`src/rtl/led_mode_ctrl_if.sv`:
```
// LED mode controller bus: button sources, source select, auto-rotation
// controls and the registered mode/color/source outputs.
interface led_mode_ctrl_if #(
  parameter int unsigned NB_BTN = 4
);
  logic [NB_BTN-1:0] i_hw_btn;
  logic [NB_BTN-1:0] i_vio_btn;
  logic              i_sel_remote;
  logic              i_tick;
  logic              i_auto;
  logic              o_mode;
  logic [2:0]        o_color;
  logic              o_src;
  logic [3:0]        o_status;

  // Stimulus side (board wrapper or testbench).
  modport master (
    output i_hw_btn, i_vio_btn, i_sel_remote, i_tick, i_auto,
    input  o_mode, o_color, o_src, o_status
  );

  // Controller side.
  modport slave (
    input  i_hw_btn, i_vio_btn, i_sel_remote, i_tick, i_auto,
    output o_mode, o_color, o_src, o_status
  );
endinterface

```
`src/rtl/led_mode_ctrl.sv`:
```
// LED mode controller: picks one of two button sources (board or remote),
// turns rising edges of the granted source into mode/color commands, and
// optionally rotates the color on prescaler ticks.
// Optional hardware-button debounce is enabled by defining
// LED_MODE_CTRL_DEBOUNCE_EN; without it the synchronized level is used as is.
module led_mode_ctrl #(
  parameter int unsigned DEBOUNCE_CYCLES = 4,
  parameter int unsigned AUTO_TICKS      = 8,
  parameter int unsigned NB_BTN          = 4
) (
  input  logic           clock,
  input  logic           reset,
  led_mode_ctrl_if.slave io_led
);

  localparam int unsigned TW = $clog2(AUTO_TICKS + 1);
  localparam logic [TW-1:0] TICK_LAST = TW'(AUTO_TICKS - 1);

  typedef enum logic [1:0] {
    StGrantHw,
    StGrantRemote,
    StSwitchPending
  } arb_state_e;

  logic [NB_BTN-1:0] r_hw_sync1, r_hw_sync2;
  logic [1:0]        r_hw_vld;
  logic [NB_BTN-1:0] w_hw_lvl;
  logic [NB_BTN-1:0] r_hw_prev, r_hw_arm, w_hw_press;
  logic [NB_BTN-1:0] r_vio_prev, r_vio_arm, w_vio_press;
  logic [NB_BTN-1:0] w_press;
  arb_state_e        r_state, w_state_d;
  logic              r_src, w_src_d;
  logic              r_mode, w_mode_d;
  logic [2:0]        r_color, w_color_d;
  logic [TW-1:0]     r_tick_cnt, w_tick_cnt_d;

  // Two-flop synchronizer for the board buttons; r_hw_vld marks when r_hw_sync2
  // reflects a real post-reset sample of the pins.
  always_ff @(posedge clock) begin
    if (reset) begin
      r_hw_sync1 <= '0;
      r_hw_sync2 <= '0;
      r_hw_vld   <= 2'd0;
    end else begin
      r_hw_sync1 <= io_led.i_hw_btn;
      r_hw_sync2 <= r_hw_sync1;
      if (r_hw_vld != 2'd2) r_hw_vld <= r_hw_vld + 2'd1;
    end
  end

`ifdef LED_MODE_CTRL_DEBOUNCE_EN
  localparam int unsigned DW = $clog2(DEBOUNCE_CYCLES + 1);
  localparam logic [DW-1:0] DB_LAST = DW'(DEBOUNCE_CYCLES - 1);

  logic [NB_BTN-1:0] r_hw_filt;
  logic [DW-1:0]     r_db_cnt [NB_BTN];

  // Per-bit debounce: flip the filtered level after DEBOUNCE_CYCLES differing cycles.
  always_ff @(posedge clock) begin
    if (reset) begin
      r_hw_filt <= '0;
      for (int unsigned i = 0; i < NB_BTN; i++) r_db_cnt[i] <= '0;
    end else begin
      for (int unsigned i = 0; i < NB_BTN; i++) begin
        if (r_hw_sync2[i] == r_hw_filt[i]) begin
          r_db_cnt[i] <= '0;
        end else if (r_db_cnt[i] == DB_LAST) begin
          r_hw_filt[i] <= r_hw_sync2[i];
          r_db_cnt[i]  <= '0;
        end else begin
          r_db_cnt[i] <= r_db_cnt[i] + DW'(1);
        end
      end
    end
  end

  assign w_hw_lvl = r_hw_filt;
`else
  assign w_hw_lvl = r_hw_sync2;
`endif

  // A button held through reset stays disarmed until it has been seen released,
  // so it cannot produce a press until pressed again.
  assign w_hw_press  = w_hw_lvl & ~r_hw_prev & r_hw_arm;
  assign w_vio_press = io_led.i_vio_btn & ~r_vio_prev & r_vio_arm;

  // Edge history and arming for both sources.
  always_ff @(posedge clock) begin
    if (reset) begin
      r_hw_prev  <= '0;
      r_hw_arm   <= '0;
      r_vio_prev <= '0;
      r_vio_arm  <= ~io_led.i_vio_btn;
    end else begin
      r_hw_prev  <= w_hw_lvl;
      r_hw_arm   <= r_hw_arm | (~r_hw_sync2 & {NB_BTN{r_hw_vld == 2'd2}});
      r_vio_prev <= io_led.i_vio_btn;
      r_vio_arm  <= r_vio_arm | ~io_led.i_vio_btn;
    end
  end

  // Source arbiter next state; only a GRANT state forwards presses.
  always_comb begin
    w_state_d = r_state;
    w_src_d   = r_src;
    w_press   = '0;
    case (r_state)
      StGrantHw: begin
        w_press = w_hw_press;
        if (io_led.i_sel_remote != r_src) w_state_d = StSwitchPending;
      end
      StGrantRemote: begin
        w_press = w_vio_press;
        if (io_led.i_sel_remote != r_src) w_state_d = StSwitchPending;
      end
      StSwitchPending: begin
        if (io_led.i_sel_remote == r_src) begin
          w_state_d = r_src ? StGrantRemote : StGrantHw;
        end else if (!(|w_hw_lvl) && !(|io_led.i_vio_btn)) begin
          w_src_d   = io_led.i_sel_remote;
          w_state_d = io_led.i_sel_remote ? StGrantRemote : StGrantHw;
        end
      end
      default: w_state_d = StGrantHw;
    endcase
  end

  // Mode toggle, color select with 1 > 2 > 3 priority, and auto rotation.
  always_comb begin
    w_mode_d     = r_mode ^ w_press[0];
    w_color_d    = r_color;
    w_tick_cnt_d = r_tick_cnt;
    if (|w_press[3:1]) begin
      // A manual color press wins over a coinciding auto step.
      if (w_press[1])      w_color_d = 3'b001;
      else if (w_press[2]) w_color_d = 3'b010;
      else                 w_color_d = 3'b100;
      w_tick_cnt_d = '0;
    end else if (!io_led.i_auto || (r_color == 3'b000)) begin
      w_tick_cnt_d = '0;
    end else if (io_led.i_tick) begin
      if (r_tick_cnt == TICK_LAST) begin
        w_tick_cnt_d = '0;
        w_color_d    = {r_color[1:0], r_color[2]};
      end else begin
        w_tick_cnt_d = r_tick_cnt + TW'(1);
      end
    end
  end

  // Registered control state.
  always_ff @(posedge clock) begin
    if (reset) begin
      r_state    <= StGrantHw;
      r_src      <= 1'b0;
      r_mode     <= 1'b0;
      r_color    <= 3'b000;
      r_tick_cnt <= '0;
    end else begin
      r_state    <= w_state_d;
      r_src      <= w_src_d;
      r_mode     <= w_mode_d;
      r_color    <= w_color_d;
      r_tick_cnt <= w_tick_cnt_d;
    end
  end

  assign io_led.o_mode   = r_mode;
  assign io_led.o_color  = r_color;
  assign io_led.o_src    = r_src;
  assign io_led.o_status = {r_color, r_mode};

endmodule

```
`src/flat_wrapper.sv`:
```
// flat-port wrapper written by rule: the top's interface ports become plain ports
module led_mode_ctrl_flat 
#(
  parameter int unsigned DEBOUNCE_CYCLES = 4,
  parameter int unsigned AUTO_TICKS      = 8,
  parameter int unsigned NB_BTN          = 4
)
  (clock, reset, io_led_i_hw_btn, io_led_i_vio_btn, io_led_i_sel_remote, io_led_i_tick, io_led_i_auto, io_led_o_mode, io_led_o_color, io_led_o_src, io_led_o_status);
  led_mode_ctrl_if #(.NB_BTN(NB_BTN)) io_led_i ();
  input  logic clock;
  input  logic reset;
  input wire logic [$bits(io_led_i.i_hw_btn)-1:0] io_led_i_hw_btn;
  input wire logic [$bits(io_led_i.i_vio_btn)-1:0] io_led_i_vio_btn;
  input wire logic [$bits(io_led_i.i_sel_remote)-1:0] io_led_i_sel_remote;
  input wire logic [$bits(io_led_i.i_tick)-1:0] io_led_i_tick;
  input wire logic [$bits(io_led_i.i_auto)-1:0] io_led_i_auto;
  output wire logic [$bits(io_led_i.o_mode)-1:0] io_led_o_mode;
  output wire logic [$bits(io_led_i.o_color)-1:0] io_led_o_color;
  output wire logic [$bits(io_led_i.o_src)-1:0] io_led_o_src;
  output wire logic [$bits(io_led_i.o_status)-1:0] io_led_o_status;
  assign io_led_i.i_hw_btn = io_led_i_hw_btn;
  assign io_led_i.i_vio_btn = io_led_i_vio_btn;
  assign io_led_i.i_sel_remote = io_led_i_sel_remote;
  assign io_led_i.i_tick = io_led_i_tick;
  assign io_led_i.i_auto = io_led_i_auto;
  assign io_led_o_mode = io_led_i.o_mode;
  assign io_led_o_color = io_led_i.o_color;
  assign io_led_o_src = io_led_i.o_src;
  assign io_led_o_status = io_led_i.o_status;
  led_mode_ctrl #(.DEBOUNCE_CYCLES(DEBOUNCE_CYCLES), .AUTO_TICKS(AUTO_TICKS), .NB_BTN(NB_BTN)) u_core (.clock(clock), .reset(reset), .io_led(io_led_i));
endmodule
```
`config.mk`:
```
export PLATFORM = sky130hd
export DESIGN_NAME = led_mode_ctrl_flat
export DESIGN_NICKNAME = d
export VERILOG_FILES = /design/src/rtl/led_mode_ctrl_if.sv /design/src/rtl/led_mode_ctrl.sv /design/src/flat_wrapper.sv
export SDC_FILE = /design/constraint.sdc
export NUM_CORES = 1
export LEC_CHECK = 0
export ABC_CLOCK_PERIOD_IN_PS = 2400
export CAP_MARGIN = 15
export CORE_ASPECT_RATIO = 0.7
export CORE_MARGIN = 2
export CORE_UTILIZATION = 40
export DETAILED_ROUTE_END_ITERATION = 8
export PLACE_DENSITY = 0.73
export SLEW_MARGIN = 20
export SYNTH_ARGS = -nofsm -noshare
export SYNTH_HDL_FRONTEND = slang
export SYNTH_SLANG_ARGS = --single-unit
```
`constraint.sdc`:
```
create_clock -name clock -period 2.4 [get_ports clock]
set_clock_uncertainty 0.15 [all_clocks]
set_input_delay 0.6 -clock clock [delete_from_list [all_inputs] [get_ports clock]]
set_output_delay 0.6 -clock clock [all_outputs]
set_load 0.05 [all_outputs]
```
### Word level (Yosys, flattened, before mapping)

Index checks and enable logic that the tools add are counted.

| storage, ports and cells | value |
|---|---|
| logic and storage cells | 69 |
| output and inout bits | 9 |
| register bits after elaboration | 37 |

| cells by class | value |
|---|---|
| bitwise logic cells | 13 |
| equal/unequal tests | 10 |
| reduce and logical (&&, ||, !) cells | 17 |
| multiplexer cells | 15 |
| $add $sub $neg | 2 |

Operators by type and width:

| cell | number |
|---|---|
| $and 4x4->4 | 5 |
| $mux 3 | 6 |
| $not 4->4 | 4 |
| $mux 4 | 2 |
| $or 4x4->4 | 2 |
| $pmux 4 s2 | 1 |
| $reduce_or 4->1 | 2 |
| $mux 2 | 3 |
| $reduce_and 3->1 | 2 |
| $reduce_or 5->1 | 1 |
| $add 4x1->4 const B | 1 |
| $eq 2x2->1 const B | 2 |
| $eq 4x3->1 const B | 1 |
| $ne 2x1->1 const B | 2 |
| $pmux 2 s2 | 1 |
| $reduce_bool 2->1 | 2 |
| $logic_not 1->1 | 3 |
| $logic_not 3->1 | 1 |
| $ne 3x1->1 const B | 1 |
| $reduce_or 3->1 | 1 |
| $add 2x1->2 const B | 1 |
| $eq 2x1->1 const B | 1 |
| $logic_not 2->1 | 1 |
| $mux 1 | 2 |
| other kinds (9) | 9 |

### Logic depth before layout (Yosys ltp)

| depth | value |
|---|---|
| depth in word-level cells | 7 |
| depth in mapped cells | 6 |
| gate-level depth less buffers | 6 |

### Least setup slack after synthesis

Ideal clock, no wire load.

| path | value |
|---|---|
| path kind | input to register |
| start point | input port io_led_i_vio_btn[1] |
| end point | register u_core.r_src, in the netlist u_core.io_led.o_src |
| library setup time | 128 ps |
| path slack | 558 ps |
| data arrival time | 1564 ps |
| stages on the path | 5 |
| cell sequence | or4_1 > nor2_1 > nand3_1 > mux2i_1 > nor2_1 |

| on the way | value |
|---|---|
| word-level cells in the longest chain between the ends | 4 |

RTL lines:

| element | line | text |
|---|---|---|
| start: declaration | flat_wrapper.sv:13 | `input wire logic [$bits(io_led_i.i_vio_btn)-1:0] io_led_i_vio_btn;` |
| $reduce_or 4->1 | led_mode_ctrl.sv:119 | `end else if (!(\|w_hw_lvl) && !(\|io_led.i_vio_btn)) begin` |
| $logic_not 1->1 | led_mode_ctrl.sv:119 |  |
| $logic_and 1x1->1 | led_mode_ctrl.sv:119 |  |
| $reduce_and 3->1 (no source line) | - |  |
| end signal: assignment | led_mode_ctrl.sv:161 | `r_src <= w_src_d;` |
| end: declaration | led_mode_ctrl.sv:32 | `logic r_src, w_src_d;` |

No other way between the ends.
A chain may end at the register's enable or synchronous reset.

### Worst setup path after layout

| path | value |
|---|---|
| start point | register u_core.r_color[0], in the netlist u_core.io_led.o_color[0] |
| end point | output port io_led_o_color[0] |

RTL lines:

| element | line | text |
|---|---|---|
| start: declaration | led_mode_ctrl.sv:34 | `logic [2:0] r_color, w_color_d;` |
| start signal: assignment | led_mode_ctrl.sv:163 | `r_color <= w_color_d;` |
| end: declaration | flat_wrapper.sv:18 | `output wire logic [$bits(io_led_i.o_color)-1:0] io_led_o_color;` |

No word-level cell between the ends.

==> flow_metrics.tcl <==
set metrics [dict create \
    setup_tns_ns 0 \
    tightest_slew_ns 0.496 \
    grt_max_degree 31 \
    fin_crit_sh 0.954 \
    syn2layout_area_growth_pct 22.0 \
    rows 18 \
    cts-root-buf "clkbuf_8" \
    antenna_cells 0 \
    syn-cell-area_sq_um 1490 \
    num_vias 1155 \
    crit_slowest_cell "clkdlybuf4s50_1" \
    io_buffers 21 \
    num-fill-cells 347 \
    status "completed" \
    routabilityCongestion 0.751 \
    dpl.hpwl_mm 2.04 \
    clk_pin_slew_ns 0.07 \
    worstPathMaxFanout 5 \
    via_per_inst 5.02 \
    worst-setup-path-type "reg -> out" \
    reg2reg_depth 6 \
    post-cts-setup-buffer-count 0 \
    leakage_uw 0.000729 \
    r2r_end "u_core.io_led.o_color[1]$_SDFFE_PP0P_" \
    routed_wl_mm 2.82 \
    post-place-ws_ns -0.0445 \
    grt_overflow 0 \
    crit_path_cell_trace "clkdlybuf4s50_1" \
    dieArea_sq_um 4240 \
    yosysWarnings 0 \
    synth_cell_types 40 \
    critPathMaxStageDelay_ns 0.84 \
    maxSlewViolCount 0 \
    drv_cap 0 \
    core_area_sq_um 3560 \
    dp_cells 222 \
    multi_input_comb_area_sq_um 658 \
    fin_ws_ns 0.111 \
    drive_above_1_share 0.111 \
    netlist.top_cell.by_area "dfxtp_1" \
    synth_edf_count 0 \
    ys_async_sr_fraction 0 \
    r2r_start "u_core.r_tick_cnt[0]$_SDFFE_PP0P_" \
    drtIter0Drc 90 \
    synthCells 157 \
    seq_area_frac_synth 0.496 \
    critPathBufInv 1 \
    endpoint_kind "output port" \
    synth-main-ff-cell "dfxtp_1" \
    cts_inserted_buffers 5 \
    yosysMostFrequentCell "dfxtp_1" \
    die_h_um 55.1 \
    initial_utilization 0.419 \
    grt_pass1_wl_mm 4.75 \
    final-setup-viol-count 0 \
    cts_resized 0 \
    postCtsHoldBufs 0 \
    worstHoldStart "u_core.r_hw_sync1[1]$_SDFF_PP0_" \
    synth_commonest_cells "37 x dfxtp_1, 20 x nor2_1, 13 x nor2b_1, 12 x inv_1" \
    instances_no_fill 230 \
    clk_latency_ns 0.28 \
    cpLargestDelayFamily "buffers and inverters" \
    cts-htree-levels 2 \
    muxShareOfSynthArea 0.0268 \
    post_drt_wl_per_cell_um 12.2 \
    hold_depth 1 \
    synth_top_family_by_area "simple AND/OR/NAND/NOR gates" \
    synth-seq-cells 37 \
    die_x_um 77.0 \
    drc_errors 0 \
    startpoint_type "register" \
    grt_antenna_before_repair 0 \
    synth_fa_ha_area_frac 0.0335 \
    hold_path_class "reg -> reg" \
    hold_violations 0 \
    rsz0062_at_grt "false" \
    tritoncts "yes" \
    layout_min_cycle_time_ns 2.29 \
    powerDensity_nw_per_um2 728 \
    grtUsageTotal 0.151 \
    crit_required_ns 1.65 \
    io_pins 22 \
    holdPathEnd "u_core.r_hw_sync2[1]$_SDFF_PP0_" \
    rrSetupSlack_ns 0.53 \
    drt_first_pass_iters 4 \
    regArea_sq_um 741 \
    synth_compound_area_frac 0.118 \
    cts.sink_count 37 \
    synth_top_area_frac 0.496 \
    arrival_ns 1.54 \
    fin_total_pwr_uw 1330 \
    synth_simple_gate_area_frac 0.245 \
    fin_nets 196 \
    syn_nets 174 \
    synth-xor-area-share 0.0176 \
    clk_path_buf_depth 2 \
    vdd_ir_drop_max_mv 0.411 \
    max_freq_ghz 0.437 \
    synthTopCellsByArea "dfxtp_1 50%, nor2b_1 5.4%, nor2_1 5.0%" \
    grt_pass1_vias 1070 \
    post-route-util 0.512 \
    postRouteAntennaNets 0 \
    startpoint "u_core.io_led.o_color[0]$_SDFFE_PP0P_" \
    relSlewSlack 0.668 \
    syn_avg_cell_area_sq_um 9.51 \
]
==> placed cells by master (no fill, tap or decap), types with 3 or more instances in the layout <==
cell / synthesis / final
nor2_1: 20 / 20
clkbuf_8: 0 / 5
a21oi_1: 7 / 7
inv_1: 12 / 12
mux2i_1: 4 / 4
nand4b_1: 3 / 3
ha_1: 4 / 4
nor3_1: 3 / 3
nand3_1: 3 / 3
nor2b_1: 13 / 13
o21ai_0: 4 / 4
buf_4: 4 / 3
clkdlybuf4s50_1: 0 / 21
or4_1: 3 / 3
nand2_1: 7 / 7
dfxtp_1: 37 / 37
==> worst max path at each step <==
stage / end / slack (ns) / depth (start not counted)
global route: io_led_o_color[0] / 0.06 / 1
finish: io_led_o_color[0] / 0.11 / 1
CTS: io_led_o_color[0] / 0.11 / 1
detailed placement: u_core.r_state[0]$_SDFFE_PP0P_ / -0.04 / 6
floorplan: u_core.io_led.o_src$_SDFFE_PP0P_ / 0.56 / 5
global placement: u_core.io_led.o_src$_SDFFE_PP0P_ / 0.03 / 6
==> where the power goes <==
part           total [uW]  internal (uW)  switching, uW
registers             705            673           32.2
clock network         408            201            207
logic                 213           96.0            117
==> per-stage QoR <==
stage	hold slack (ns)	area (sq um)
2_1_floorplan	0.264	1490
3_3_place_gp	0.269	1740
3_5_place_dp	0.275	1740
4_1_cts	0.290	1820
5_1_grt	0.312	1820
6_report	0.290	1820
==> sequential cells by signal (all words and copies together) (netlist names) <==
name                   count
u_core.r_vio_arm           4
u_core.r_tick_cnt          4
u_core.r_state             2
u_core.r_hw_sync1          4
u_core.r_vio_prev          4
u_core.io_led.o_color      3
u_core.r_hw_arm            4
u_core.r_hw_vld            2
u_core.io_led.o_src        1
u_core.r_hw_sync2          4
u_core.r_hw_prev           4
u_core.io_led.o_mode       1
==> cell families after synthesis <==
| group | Yosys count |
|---|---|
| DFF | 37 |
| buffers and inverters | 21 |
| adders and majority gates | 4 |
| and+or+nand+nor | 65 |
| muxes | 4 |
| AOI/OAI and AO/OA | 23 |
| xor gates and xnor gates | 3 |
==> routing by layer <==
layer,GRT usage,wire length [um],share of wire,vias up
met2,0.247,1280,0.45,38
met5,0,0,0,-
li1,-,-,-,571
met3,0.0666,195,0.069,9
met1,0.176,1290,0.46,537
met4,0.0744,50,0.018,0
==> final cells by class <==
type | instances | share of cell area
Clock buffer | 6 | 0.0398
Multi-Input combinational cell | 99 | 0.361
Tap cell | 50 | 0.0343
Timing Repair Buffer | 24 | 0.128
Inverter | 12 | 0.0247
Sequential cell | 37 | 0.407
Clock inverter | 2 | 0.00549
Note: power is estimated with default switching activity, not from simulation.
